### config.mk
export PLATFORM = sky130hd
export DESIGN_NAME = fft_frame_sequencer
export DESIGN_NICKNAME = d
export VERILOG_FILES = /design/src/rtl/fft_seq_pkg.sv /design/src/rtl/sat_counter.sv /design/src/rtl/fft_frame_sequencer.sv
export SDC_FILE = /design/constraint.sdc
export NUM_CORES = 1
export LEC_CHECK = 0
export ABC_AREA = 1
export CAP_MARGIN = 10
export CORE_ASPECT_RATIO = 2
export CORE_MARGIN = 8
export CORE_UTILIZATION = 40
export DETAILED_ROUTE_END_ITERATION = 12
export SLEW_MARGIN = 20
export SYNTH_ARGS = -nofsm -noshare
export SYNTH_HDL_FRONTEND = slang
export SYNTH_SLANG_ARGS = --single-unit
### constraint.sdc
create_clock -name clk -period 2.8 [get_ports clk]
set_input_delay 0.56 -clock clk [delete_from_list [all_inputs] [get_ports clk]]
set_output_delay 0.56 -clock clk [all_outputs]
set_load 0.01 [all_outputs]
### src/rtl/fft_seq_pkg.sv
`default_nettype none
// ============================================================================
//  Module      : fft_seq_pkg
//  Description : Shared types, widths and helpers for the FFT frame sequencer.
//  Revision    : 1.0 - initial release
// ============================================================================
package fft_seq_pkg;

    typedef enum logic [2:0] {
        IDLE      = 3'd0,
        RESET_FFT = 3'd1,
        LOAD      = 3'd2,
        WAIT_FFT  = 3'd3,
        DRAIN     = 3'd4
    } seq_state_t;

    localparam int ADC_W     = 12;
    localparam int DATA_W    = 16;
    localparam int ADC_SHIFT = 4;

    // Bits needed to index n items; never returns zero.
    function automatic int idx_width(input int n);
        return (n > 1) ? $clog2(n) : 1;
    endfunction

endpackage
`default_nettype wire

### src/rtl/sat_counter.sv
`default_nettype none
// ============================================================================
//  Module      : sat_counter
//  Description : Up-counter that either saturates at all-ones or wraps.
//  Revision    : 1.0 - initial release
// ============================================================================
module sat_counter #(
    parameter int WIDTH    = 16,
    parameter bit SATURATE = 1'b1
) (
    input  logic             clk,
    input  logic             reset_n,
    input  logic             inc,
    output logic [WIDTH-1:0] count
);

    logic [WIDTH-1:0] r_count;
    logic             w_hold;

    generate
        if (SATURATE) begin : g_saturate
            assign w_hold = &r_count;
        end else begin : g_wrap
            assign w_hold = 1'b0;
        end
    endgenerate

    always_ff @(posedge clk or negedge reset_n) begin
        if (!reset_n) begin
            r_count <= '0;
        end else if (inc && !w_hold) begin
            r_count <= r_count + 1'b1;
        end
    end

    assign count = r_count;

endmodule
`default_nettype wire

### src/rtl/fft_frame_sequencer.sv
`default_nettype none
// ============================================================================
//  Module      : fft_frame_sequencer
//  Description : Frames the ADC stream into the FFT core and forwards the
//                non-mirrored half of the magnitude spectrum with bin tags.
//  Revision    : 1.0 - initial release
// ============================================================================
module fft_frame_sequencer
    import fft_seq_pkg::*;
#(
    parameter int FFT_LENGTH = 1024,
    parameter int RST_CYCLES = 4,
    parameter int TIMEOUT    = 65535
) (
    input  logic                              clk,
    input  logic                              reset_n,
    input  logic                              enable,
    input  logic [ADC_W-1:0]                  adc_data,
    input  logic                              adc_data_valid,
    input  logic                              done_FFT,
    input  logic [DATA_W-1:0]                 magnitude,
    input  logic                              magnitude_ready,
    output logic                              fft_reset,
    output logic                              fft_stream_active,
    output logic [DATA_W-1:0]                 fft_input_real,
    output logic [DATA_W-1:0]                 mag_out,
    output logic [idx_width(FFT_LENGTH)-2:0]  mag_bin,
    output logic                              mag_valid,
    output logic                              frame_done,
    output logic [15:0]                       frame_count,
    output logic [15:0]                       drop_count,
    output logic                              timeout_err
);

    localparam int c_idx_w = idx_width(FFT_LENGTH);
    localparam int c_bin_w = c_idx_w - 1;
    localparam int c_rst_w = idx_width(RST_CYCLES);
    localparam int c_to_w  = idx_width(TIMEOUT + 1);

    localparam logic [c_idx_w-1:0] c_last_idx = c_idx_w'(FFT_LENGTH - 1);
    localparam logic [c_rst_w-1:0] c_last_rst = c_rst_w'(RST_CYCLES - 1);
    localparam logic [c_to_w-1:0]  c_timeout  = c_to_w'(TIMEOUT);

    seq_state_t r_state, w_next_state;

    logic [c_idx_w-1:0] r_sample_cnt;
    logic [c_idx_w-1:0] r_bin_cnt;
    logic [c_rst_w-1:0] r_rst_cnt;
    logic [c_to_w-1:0]  r_to_cnt;
    logic               r_stop;

    logic               r_fft_reset;
    logic               r_stream_active;
    logic [DATA_W-1:0]  r_input_real;
    logic [DATA_W-1:0]  r_mag_out;
    logic [c_bin_w-1:0] r_mag_bin;
    logic               r_mag_valid;
    logic               r_frame_done;
    logic               r_timeout_err;

    logic w_load_accept;
    logic w_last_sample;
    logic w_timeout;
    logic w_drain_strobe;
    logic w_last_bin;
    logic w_lower_half;
    logic w_continue;
    logic w_drop;

    assign w_load_accept  = (r_state == LOAD) && adc_data_valid;
    assign w_last_sample  = w_load_accept && (r_sample_cnt == c_last_idx);
    assign w_timeout      = (r_state == WAIT_FFT) && !done_FFT && (r_to_cnt == c_timeout);
    assign w_drain_strobe = (r_state == DRAIN) && magnitude_ready;
    assign w_last_bin     = w_drain_strobe && (r_bin_cnt == c_last_idx);
    assign w_lower_half   = !r_bin_cnt[c_idx_w-1];
    // Once enable drops inside a frame, the frame still finishes but no new one starts.
    assign w_continue     = enable && !r_stop;
    assign w_drop         = adc_data_valid && (r_state != LOAD);

    always_ff @(posedge clk or negedge reset_n) begin
        if (!reset_n) begin
            r_state <= IDLE;
        end else begin
            r_state <= w_next_state;
        end
    end

    always_comb begin
        w_next_state = r_state;
        case (r_state)
            IDLE:      if (enable) w_next_state = RESET_FFT;
            RESET_FFT: if (r_rst_cnt == c_last_rst) w_next_state = LOAD;
            LOAD:      if (w_last_sample) w_next_state = WAIT_FFT;
            WAIT_FFT: begin
                if (done_FFT) begin
                    w_next_state = DRAIN;
                end else if (w_timeout) begin
                    w_next_state = w_continue ? RESET_FFT : IDLE;
                end
            end
            DRAIN:     if (w_last_bin) w_next_state = w_continue ? RESET_FFT : IDLE;
            default:   w_next_state = IDLE;
        endcase
    end

    // Each counter is held at zero outside its own state, so entry always starts fresh.
    always_ff @(posedge clk or negedge reset_n) begin
        if (!reset_n) begin
            r_rst_cnt    <= '0;
            r_sample_cnt <= '0;
            r_to_cnt     <= '0;
            r_bin_cnt    <= '0;
            r_stop       <= 1'b0;
        end else begin
            r_rst_cnt    <= (r_state == RESET_FFT) ? r_rst_cnt + 1'b1 : '0;
            if (r_state != LOAD) begin
                r_sample_cnt <= '0;
            end else if (adc_data_valid) begin
                r_sample_cnt <= r_sample_cnt + 1'b1;
            end
            if (r_state != WAIT_FFT) begin
                r_to_cnt <= '0;
            end else if (r_to_cnt != c_timeout) begin
                r_to_cnt <= r_to_cnt + 1'b1;
            end
            if (r_state != DRAIN) begin
                r_bin_cnt <= '0;
            end else if (magnitude_ready) begin
                r_bin_cnt <= r_bin_cnt + 1'b1;
            end
            if (r_state == IDLE) begin
                r_stop <= 1'b0;
            end else if (!enable) begin
                r_stop <= 1'b1;
            end
        end
    end

    always_ff @(posedge clk or negedge reset_n) begin
        if (!reset_n) begin
            r_fft_reset     <= 1'b1;
            r_stream_active <= 1'b0;
            r_input_real    <= '0;
            r_mag_out       <= '0;
            r_mag_bin       <= '0;
            r_mag_valid     <= 1'b0;
            r_frame_done    <= 1'b0;
            r_timeout_err   <= 1'b0;
        end else begin
            r_fft_reset     <= (w_next_state == IDLE) || (w_next_state == RESET_FFT);
            r_stream_active <= w_load_accept;
            if (w_load_accept) begin
                r_input_real <= {adc_data, {ADC_SHIFT{1'b0}}};
            end
            r_mag_valid     <= w_drain_strobe && w_lower_half;
            if (w_drain_strobe && w_lower_half) begin
                r_mag_out <= magnitude;
                r_mag_bin <= r_bin_cnt[c_bin_w-1:0];
            end
            r_frame_done    <= w_last_bin;
            r_timeout_err   <= r_timeout_err | w_timeout;
        end
    end

    sat_counter #(
        .WIDTH    (16),
        .SATURATE (1'b1)
    ) u_drop_count (
        .clk     (clk),
        .reset_n (reset_n),
        .inc     (w_drop),
        .count   (drop_count)
    );

    sat_counter #(
        .WIDTH    (16),
        .SATURATE (1'b0)
    ) u_frame_count (
        .clk     (clk),
        .reset_n (reset_n),
        .inc     (w_last_bin),
        .count   (frame_count)
    );

    assign fft_reset         = r_fft_reset;
    assign fft_stream_active = r_stream_active;
    assign fft_input_real    = r_input_real;
    assign mag_out           = r_mag_out;
    assign mag_bin           = r_mag_bin;
    assign mag_valid         = r_mag_valid;
    assign frame_done        = r_frame_done;
    assign timeout_err       = r_timeout_err;

endmodule
`default_nettype wire

# Yosys cells after proc, flatten, opt, wreduce, memory -nomap -nowiden
# Index checks and enable logic that the tools add are counted.
# word_totals
ff_bits	116
wordCells	75
# op_classes
addsub	6
n_eq_ne	14
muxes	17
n_bitwise	1
reduce_logical	21
# ops
cell	n
16-bit by 1-bit adder with 16-bit output (second input constant)	3
10-bit 2-to-1 mux	4
16-bit 2-to-1 mux	2
10-bit by 1-bit adder with 10-bit output (second input constant)	2
10-bit equality test (second input constant)	2
3-bit 2-to-1 mux	6
16-bit equality test (second input constant)	1
16-bit != test (second input constant)	1
16-bit AND reduction	1
3-bit case mux with 5 select lines	1
1-bit logical AND	10
3-bit by 1-bit equality test with 1-bit output (second input constant)	2
3-bit by 2-bit equality test with 1-bit output (second input constant)	2
3-bit zero test	2
3-bit by 2-bit != test with 1-bit output (second input constant)	2
2-bit nonzero test	3
1-bit zero test	4
3-bit equality test (second input constant)	1
1-bit 2-to-1 mux	3
3-bit != test (second input constant)	1
2-bit by 1-bit adder with 2-bit output (second input constant)	1
2-bit equality test (second input constant)	1
2-bit 2-to-1 mux	1
2-bit by 1-bit != test with 1-bit output (second input constant)	1
2 further kinds	2

# Logic depth before layout (Yosys ltp)
# Gate-level depths: netlist (run 1).
# logic_depth
word_depth	8
mapped_depth	10
mapped_depth_nobuf	10

# Hierarchy
# From an unflattened synthesis (run 1), not the netlist that was laid out.
# hier_totals
hier_cells	730
hier_area_um2	5825.6
# by_module_without_submodules
mod	n_inst	cells_each	area_each_um2
fft_frame_sequencer	1	475	3960.0
sat_counter (u_drop_count)	1	158	1052.3
sat_counter (u_frame_count)	1	97	813.3

# Least setup slack after synthesis (run 1)
# No wires, ideal clock.
# synth_timing
kind	flip-flop to flip-flop
start	reg u_drop_count.r_count[0] (netlist: u_drop_count.count[0])
end	reg u_drop_count.r_count[3] (netlist: u_drop_count.count[3])
setup_time_ns	0.116
arrival_time_ns	1.385
required_time_ns	2.684
setup_slack_ns	1.299
path_stages_with_launch	11
period_less_slack_ns	1.501
path_cell_list	dfrtp_1 ha_1 nand3_1 inv_2 nand2_2 clkinv_1 nand3_2 nand2_4 buf_6 nand2_1 nand2_1
# synth_between
elab_chain_cells	3
word_cells_on_any_way	4
classes_between	add/sub: 1; reduce/logical: 3
# synth_rtl
element	line_no	source
from (decl)	sat_counter.sv:17	logic [WIDTH-1:0] r_count;
from (signal assigned)	sat_counter.sv:32	r_count <= r_count + 1'b1;
parallel branches: the longest is 3 deep, another holds 16-bit by 1-bit adder with 16-bit output	n/a	
# Parallel ways; which one is timed is not known.
# A chain may end at the register's enable or synchronous reset.

# Worst setup path in the final report (run 1)
# layout_timing
start	reg u_frame_count.r_count[5] (netlist: u_frame_count.count[5])
end	out frame_count[5]
# layout_lines
element	line_no	source
from (decl)	sat_counter.sv:17	
from (signal assigned)	sat_counter.sv:32	
to (decl)	fft_frame_sequencer.sv:30	output logic [15:0] frame_count,
# No word-level cell between the ends.

==> results of run 1 <==
-- cell usage after synthesis, types with 4 or more instances --
master / count
xor2_1: 4
o21bai_1: 7
inv_1: 46
ha_1: 6
nor3_1: 13
buf_2: 7
nand4_1: 16
nand2_1: 286
o21ai_0: 44
nor2_1: 69
nand3_1: 38
clkbuf_1: 5
a21oi_1: 11
nand2_2: 4
inv_2: 7
xnor2_1: 16
dfrtp_1: 115
buf_4: 5
nor2_2: 4
-- worst max-delay path by stage --
stage,from,to,slack [ps],cells past startpoint
floorplan,u_drop_count.count[0],u_drop_count.count[3],1300,10
global placement,adc_data_valid,fft_input_real[10],630,6
detailed placement,adc_data_valid,fft_input_real[15],580,6
CTS,fft_reset,fft_reset,750,1
global route,r_to_cnt[1],r_to_cnt[1],590,7
finish,u_frame_count.count[5],frame_count[5],780,1
-- routing by layer --
| layer | up-vias | track usage | wire length [um] |
|---|---|---|---|
| met1 | 2383 | 0.171 | 5640 |
| met5 | - | 0 | 0 |
| met4 | 0 | 0.0805 | 457 |
| met3 | 34 | 0.0423 | 698 |
| li1 | 2584 | - | - |
| met2 | 136 | 0.307 | 7840 |
-- logic make-up (layout without fill, tap and decap cells) --
logic type | count (synthesis) | after routing | share of synthesized area
simple gates | 447 | 447 | 0.325
compound gates | 74 | 74 | 0.0708
fa+ha+maj | 6 | 6 | 0.0130
other cells | 1 | 4 | 0.000649
buf+inv | 75 | 203 | 0.0576
flops | 116 | 116 | 0.503
xor+xnor | 20 | 20 | 0.0303
-- where the power goes --
group / leakage, nW / internal (mW) / switching (mW)
clock: 0.264 / 1.29 / 0.768
combinational: 1.68 / 0.620 / 0.557
sequential: 1.55 / 1.96 / 0.202
total: 3.49 / 3.87 / 1.53
-- sequential cells by signal, indices dropped and copies added (netlist names), 2 cells and up --
signal	cells
mag_out	16
mag_bin	9
r_to_cnt	16
r_sample_cnt	10
u_frame_count.count	16
r_rst_cnt	2
fft_input_real	12
r_bin_cnt	10
u_drop_count.count	16
r_state	3
-- per-stage QoR --
| step | hold slack, ps | setup slack (ps) |
|---|---|---|
| detailed placement | 372 | 579 |
| CTS | 439 | 753 |
| global placement | 370 | 634 |
| finish | 432 | 776 |
| floorplan | 264 | 1300 |
| global route | 459 | 585 |
-- area by class of cell --
| class | instances | share of cell area |
|---|---|---|
| multi-input combinational | 551 | 0.335 |
| tap | 192 | 0.0315 |
| timing repair buffer | 116 | 0.151 |
| clock inverter | 11 | 0.0134 |
| sequential | 116 | 0.381 |
| clock buffer | 21 | 0.0617 |
| inverter | 55 | 0.0272 |
-- what timing repair did --
action | CTS | global route
hold endpoints to repair | 3 | 0
endpoints found under the setup margin | 0 | 0
hold buffers | 1 | 0
==> results.py, run 1 <==
metrics = {
    "run_status": {
        "status": "finished clean",
    },
    "final_layout": {
        "fin_util": 0.534,
        "multiInputGateArea_um2": 2550,
        "drive_gt1_frac": 0.0770,
        "final_nets": 897,
        "diodes": 0,
        "area_delta_synth_final_pct": 32.1,
        "instances_no_fill": 1062,
        "final_common_cell": "nand2_1",
        "final_cell_mix": "nand2_1, dfrtp_1, clkdlybuf4s50_1",
        "nFillCells": 1369,
        "register_area_um2": 2900,
        "fin_area_um2": 7630,
    },
    "global_routing": {
        "grt_pass1_vias": 5436,
        "grt_pass1_wl_mm": 25.2,
        "overflow": 0,
        "grt_max_degree": 68,
        "antenna_found_initial": 0,
        "grt.total_usage": 0.168,
    },
    "worst_setup_path": {
        "rr_endpoint": "r_to_cnt[8]",
        "worstRegToRegCells": 8,
        "cp_top_family": "buffers and inverters",
        "crit_path_end_kind": "primary output",
        "path_max_fanout": 6,
        "start_kind": "flop",
        "worstReg2RegStart": "r_to_cnt[0]",
        "required_ps": 2240,
        "r2r_slack_ps": 780,
        "path_class": "reg -> out",
        "worstPathCellList": "clkdlybuf4s50_1",
        "slowest_delay_ps": 590,
        "path_buf_inv": 1,
        "cp_slowest_cell": "clkdlybuf4s50_1",
        "cp.arrival_ps": 1460,
    },
    "routing": {
        "vias": 5137,
        "firstDrtPassIters": 4,
        "dr.first_iter.drc_count": 161,
        "viasPerCell": 4.84,
        "wirelength_mm": 14.6,
        "wl_per_cell_um": 13.8,
        "drc": 0,
        "ant_nets": 0,
    },
    "clock_tree": {
        "cts_max_level": 4,
        "cts_tree": "yes",
        "clk-insertion-delay-late_ps": 410,
        "clock_sinks": 116,
        "cts_resized": 0,
        "clkTransAtPathRegs_ps": 50,
        "clock_path_buffers": 2,
        "postCtsSetupRepairBufs": 0,
        "numCtsBuffers": 17,
        "root_buffer": "clkbuf_16",
    },
    "synth": {
        "synth_seq_cells": 116,
        "synth.largest_area_cell": "dfrtp_1",
        "synth_edf_count": 0,
        "avgSynthCellArea_um2": 7.82,
        "ys_types": 39,
        "yosysWarnings": 0,
        "synth_seq_area_share": 0.503,
        "synth_top_area_frac": 0.498,
        "synthArstFlopShare": 1.00,
        "syn_area_um2": 5780,
        "synth_area_leaders": "dfrtp_1, nand2_1, nor2_1",
        "synth_top_flop_cell": "dfrtp_1",
        "synth_cells": 739,
    },
    "sta": {
        "relSlewSlack": 0.614,
        "drv_slew": 0,
        "fin_worst_skew_ps": 11.8,
        "setup_viol": 0,
        "tightest_slew_ps": 579,
        "max_freq_ghz": 0.494,
        "min_period_ps": 2020,
        "setup_tns_ps": 0,
        "final.period_utilization": 0.723,
        "hold_viol": 0,
        "rsz0062_at_grt": "no",
    },
    "worst_hold_path": {
        "hp-class": "reg -> reg",
        "whs_endpoint": "r_rst_cnt[0]",
        "min_path_cells": 1,
        "holdCritStartpoint": "r_rst_cnt[0]",
    },
    "floorplanning": {
        "core_area_um2": 14300,
        "chipHeight_um": 186,
        "dieArea_um2": 18800,
        "io_pins": 112,
        "rows": 62,
        "initial_utilization": 0.405,
        "die_w_um": 101,
    },
    "power_and_ir_drop": {
        "vdd_drop_max_v": 0.000419,
        "fin_total_pwr_mw": 5.40,
        "power.leakage_nw": 3.49,
        "pwr_density_cell_nw_per_um2": 708,
    },
    "placed_design": {
        "dpl.hpwl_mm": 11.0,
        "place_area_um2": 7050,
        "gp_congestion": 0.885,
        "io_buffers": 107,
        "place_inst": 1029,
    },
    "run": {
        "cap_viol_max_count": 0,
    },
}
(Power assumes the default switching activity.)
==> run 2, diff against run 1 <==
PLACE_DENSITY = 0.67   (was not set)
clock period = 1.8 ns   (was 2.8 ns; I/O delays follow)
==> run 2 against run 1 <==
Clock power is 67% higher. Via count is 1.4% higher. Sequential share of layout area is 0.82 points lower. Register-to-register slack worse by 630 ps. Cell count is 1.7% higher. Combinational power is 56% higher.
==> results.py, run 2 (synthesis gave the netlist of run 1 again) <==
metrics = {
    "sta": {
        "min_period_ps": 1760,
        "max_freq_ghz": 0.567,
        "hold_viol": 0,
        "final.period_utilization": 0.981,
        "fin_worst_skew_ps": 8.84,
        "drv_slew": 0,
        "setup_viol": 0,
    },
    "worst_setup_path": {
        "path_buf_inv": 1,
        "worstRegToRegCells": 7,
        "cp_slowest_cell": "clkdlybuf4s50_1",
        "worstPathCellList": "clkdlybuf4s50_1",
        "crit_path_start": "u_frame_count.count[3]",
        "cp_top_family": "buffers and inverters",
        "cp.depth": 1,
        "path_max_fanout": 6,
        "slowest_delay_ps": 560,
        "required_ps": 1440,
        "crit_end": "frame_count[3]",
        "path_class": "reg -> out",
        "cp.arrival_ps": 1400,
        "rr_endpoint": "u_drop_count.count[10]",
        "r2r_slack_ps": 150,
        "worstReg2RegStart": "u_drop_count.count[0]",
        "crit_path_end_kind": "primary output",
        "start_kind": "flop",
    },
    "worst_hold_path": {
        "hp-class": "reg -> reg",
        "holdCritStartpoint": "r_rst_cnt[0]",
    },
    "routing": {
        "wl_per_cell_um": 14.1,
        "ant_nets": 0,
        "wirelength_mm": 15.2,
        "vias": 5210,
        "firstDrtPassIters": 5,
        "viasPerCell": 4.82,
        "dr.first_iter.drc_count": 165,
        "drc": 0,
    },
    "floorplanning": {
        "die_w_um": 101,
        "io_pins": 112,
        "rows": 62,
        "initial_utilization": 0.405,
        "dieArea_um2": 18800,
        "chipHeight_um": 186,
        "core_area_um2": 14300,
    },
    "clock_tree": {
        "clock_path_buffers": 2,
        "cts_tree": "yes",
        "cts_max_level": 4,
        "numCtsBuffers": 17,
        "root_buffer": "clkbuf_16",
        "clock_sinks": 116,
        "clk-insertion-delay-late_ps": 410,
        "clkTransAtPathRegs_ps": 60,
    },
    "placed_design": {
        "place_inst": 1042,
        "place_area_um2": 7170,
        "io_buffers": 107,
        "dpl.hpwl_mm": 11.6,
        "gp_congestion": 0.873,
    },
    "final_layout": {
        "final_cell_mix": "nand2_1, dfrtp_1, clkdlybuf4s50_1",
        "fin_area_um2": 7850,
        "fin_util": 0.550,
        "final_nets": 916,
        "area_delta_synth_final_pct": 35.9,
        "diodes": 0,
        "drive_gt1_frac": 0.113,
        "instances_no_fill": 1080,
        "final_common_cell": "nand2_1",
    },
    "global_routing": {
        "antenna_found_initial": 0,
        "grt_max_degree": 40,
        "grt_pass1_vias": 5325,
        "grt.total_usage": 0.174,
        "grt_pass1_wl_mm": 25.6,
        "overflow": 0,
    },
    "power_and_ir_drop": {
        "vdd_drop_max_v": 0.000733,
        "power.leakage_nw": 3.67,
        "pwr_density_cell_nw_per_um2": 1100,
    },
    "run_status": {
        "status": "finished clean",
    },
    "run": {
        "cap_viol_max_count": 0,
    },
}
## run 2: cell types whose count changed in the layout (fill, tap and decap cells not counted), sizes merged, moves of 4 or more
cell / delta
clkinvlp: -4
dlymetal6s2s: +4
buf: +19
inv: +4
clkbuf: -4
clkdlybuf4s50: -9
dlygate4sd2: +5
## run 2: what timing repair did
action                                 4_1_cts  5_1_grt
setup endpoints to repair                   19       19
gates resized for setup                     15       10
hold buffers                                 1        0
endpoints found under the hold margin       27        0
setup buffers                                4        2
## run 2: per-layer routing
layer,track usage,wire (um),up-vias
met1,0.162,5390,2446
met5,0,0,-
li1,-,-,2631
met4,0.0889,415,0
met3,0.0341,588,30
met2,0.342,8850,103
## run 2: worst min-delay path by stage
stage                                    end  slack [ps]  cells after the start
after floorplan           fft_input_real[10]          60                      0
after global placement     fft_input_real[4]         340                      1
after detailed placement  fft_input_real[14]         340                      1
after CTS                 fft_input_real[14]         440                      2
after global routing            r_rst_cnt[0]         470                      1
final                           r_rst_cnt[0]         440                      1
## run 2: power breakdown
part / internal [mW] / switching [mW] / total, mW
Sequential: 3.06 / 0.297 / 3.35
Clock: 2.18 / 1.27 / 3.45
Combinational: 0.975 / 0.866 / 1.84
Total: 6.22 / 2.43 / 8.65
## run 2: final cells by class
class	count	area, um2
Fill cell	1366	6430
Sequential cell	116	2920
Multi-Input combinational cell	551	2550
Timing Repair Buffer	135	1320
Clock buffer	17	425
Tap cell	192	240
Inverter	55	209
Clock inverter	14	176
## run 2: through the flow
stage / hold WS, ps / setup TNS, ps / power (mW) / worst slack, ps
finish: 438 / 0 / 8.65 / 35.1
global placement: 336 / -11.4 / 5.25 / -4.53
global route: 474 / -5.80 / 9.10 / -5.80
CTS: 436 / 0 / 8.77 / 3.85
floorplan: 64.4 / 0 / 4.16 / 299
detailed placement: 337 / -171 / 5.29 / -68.4
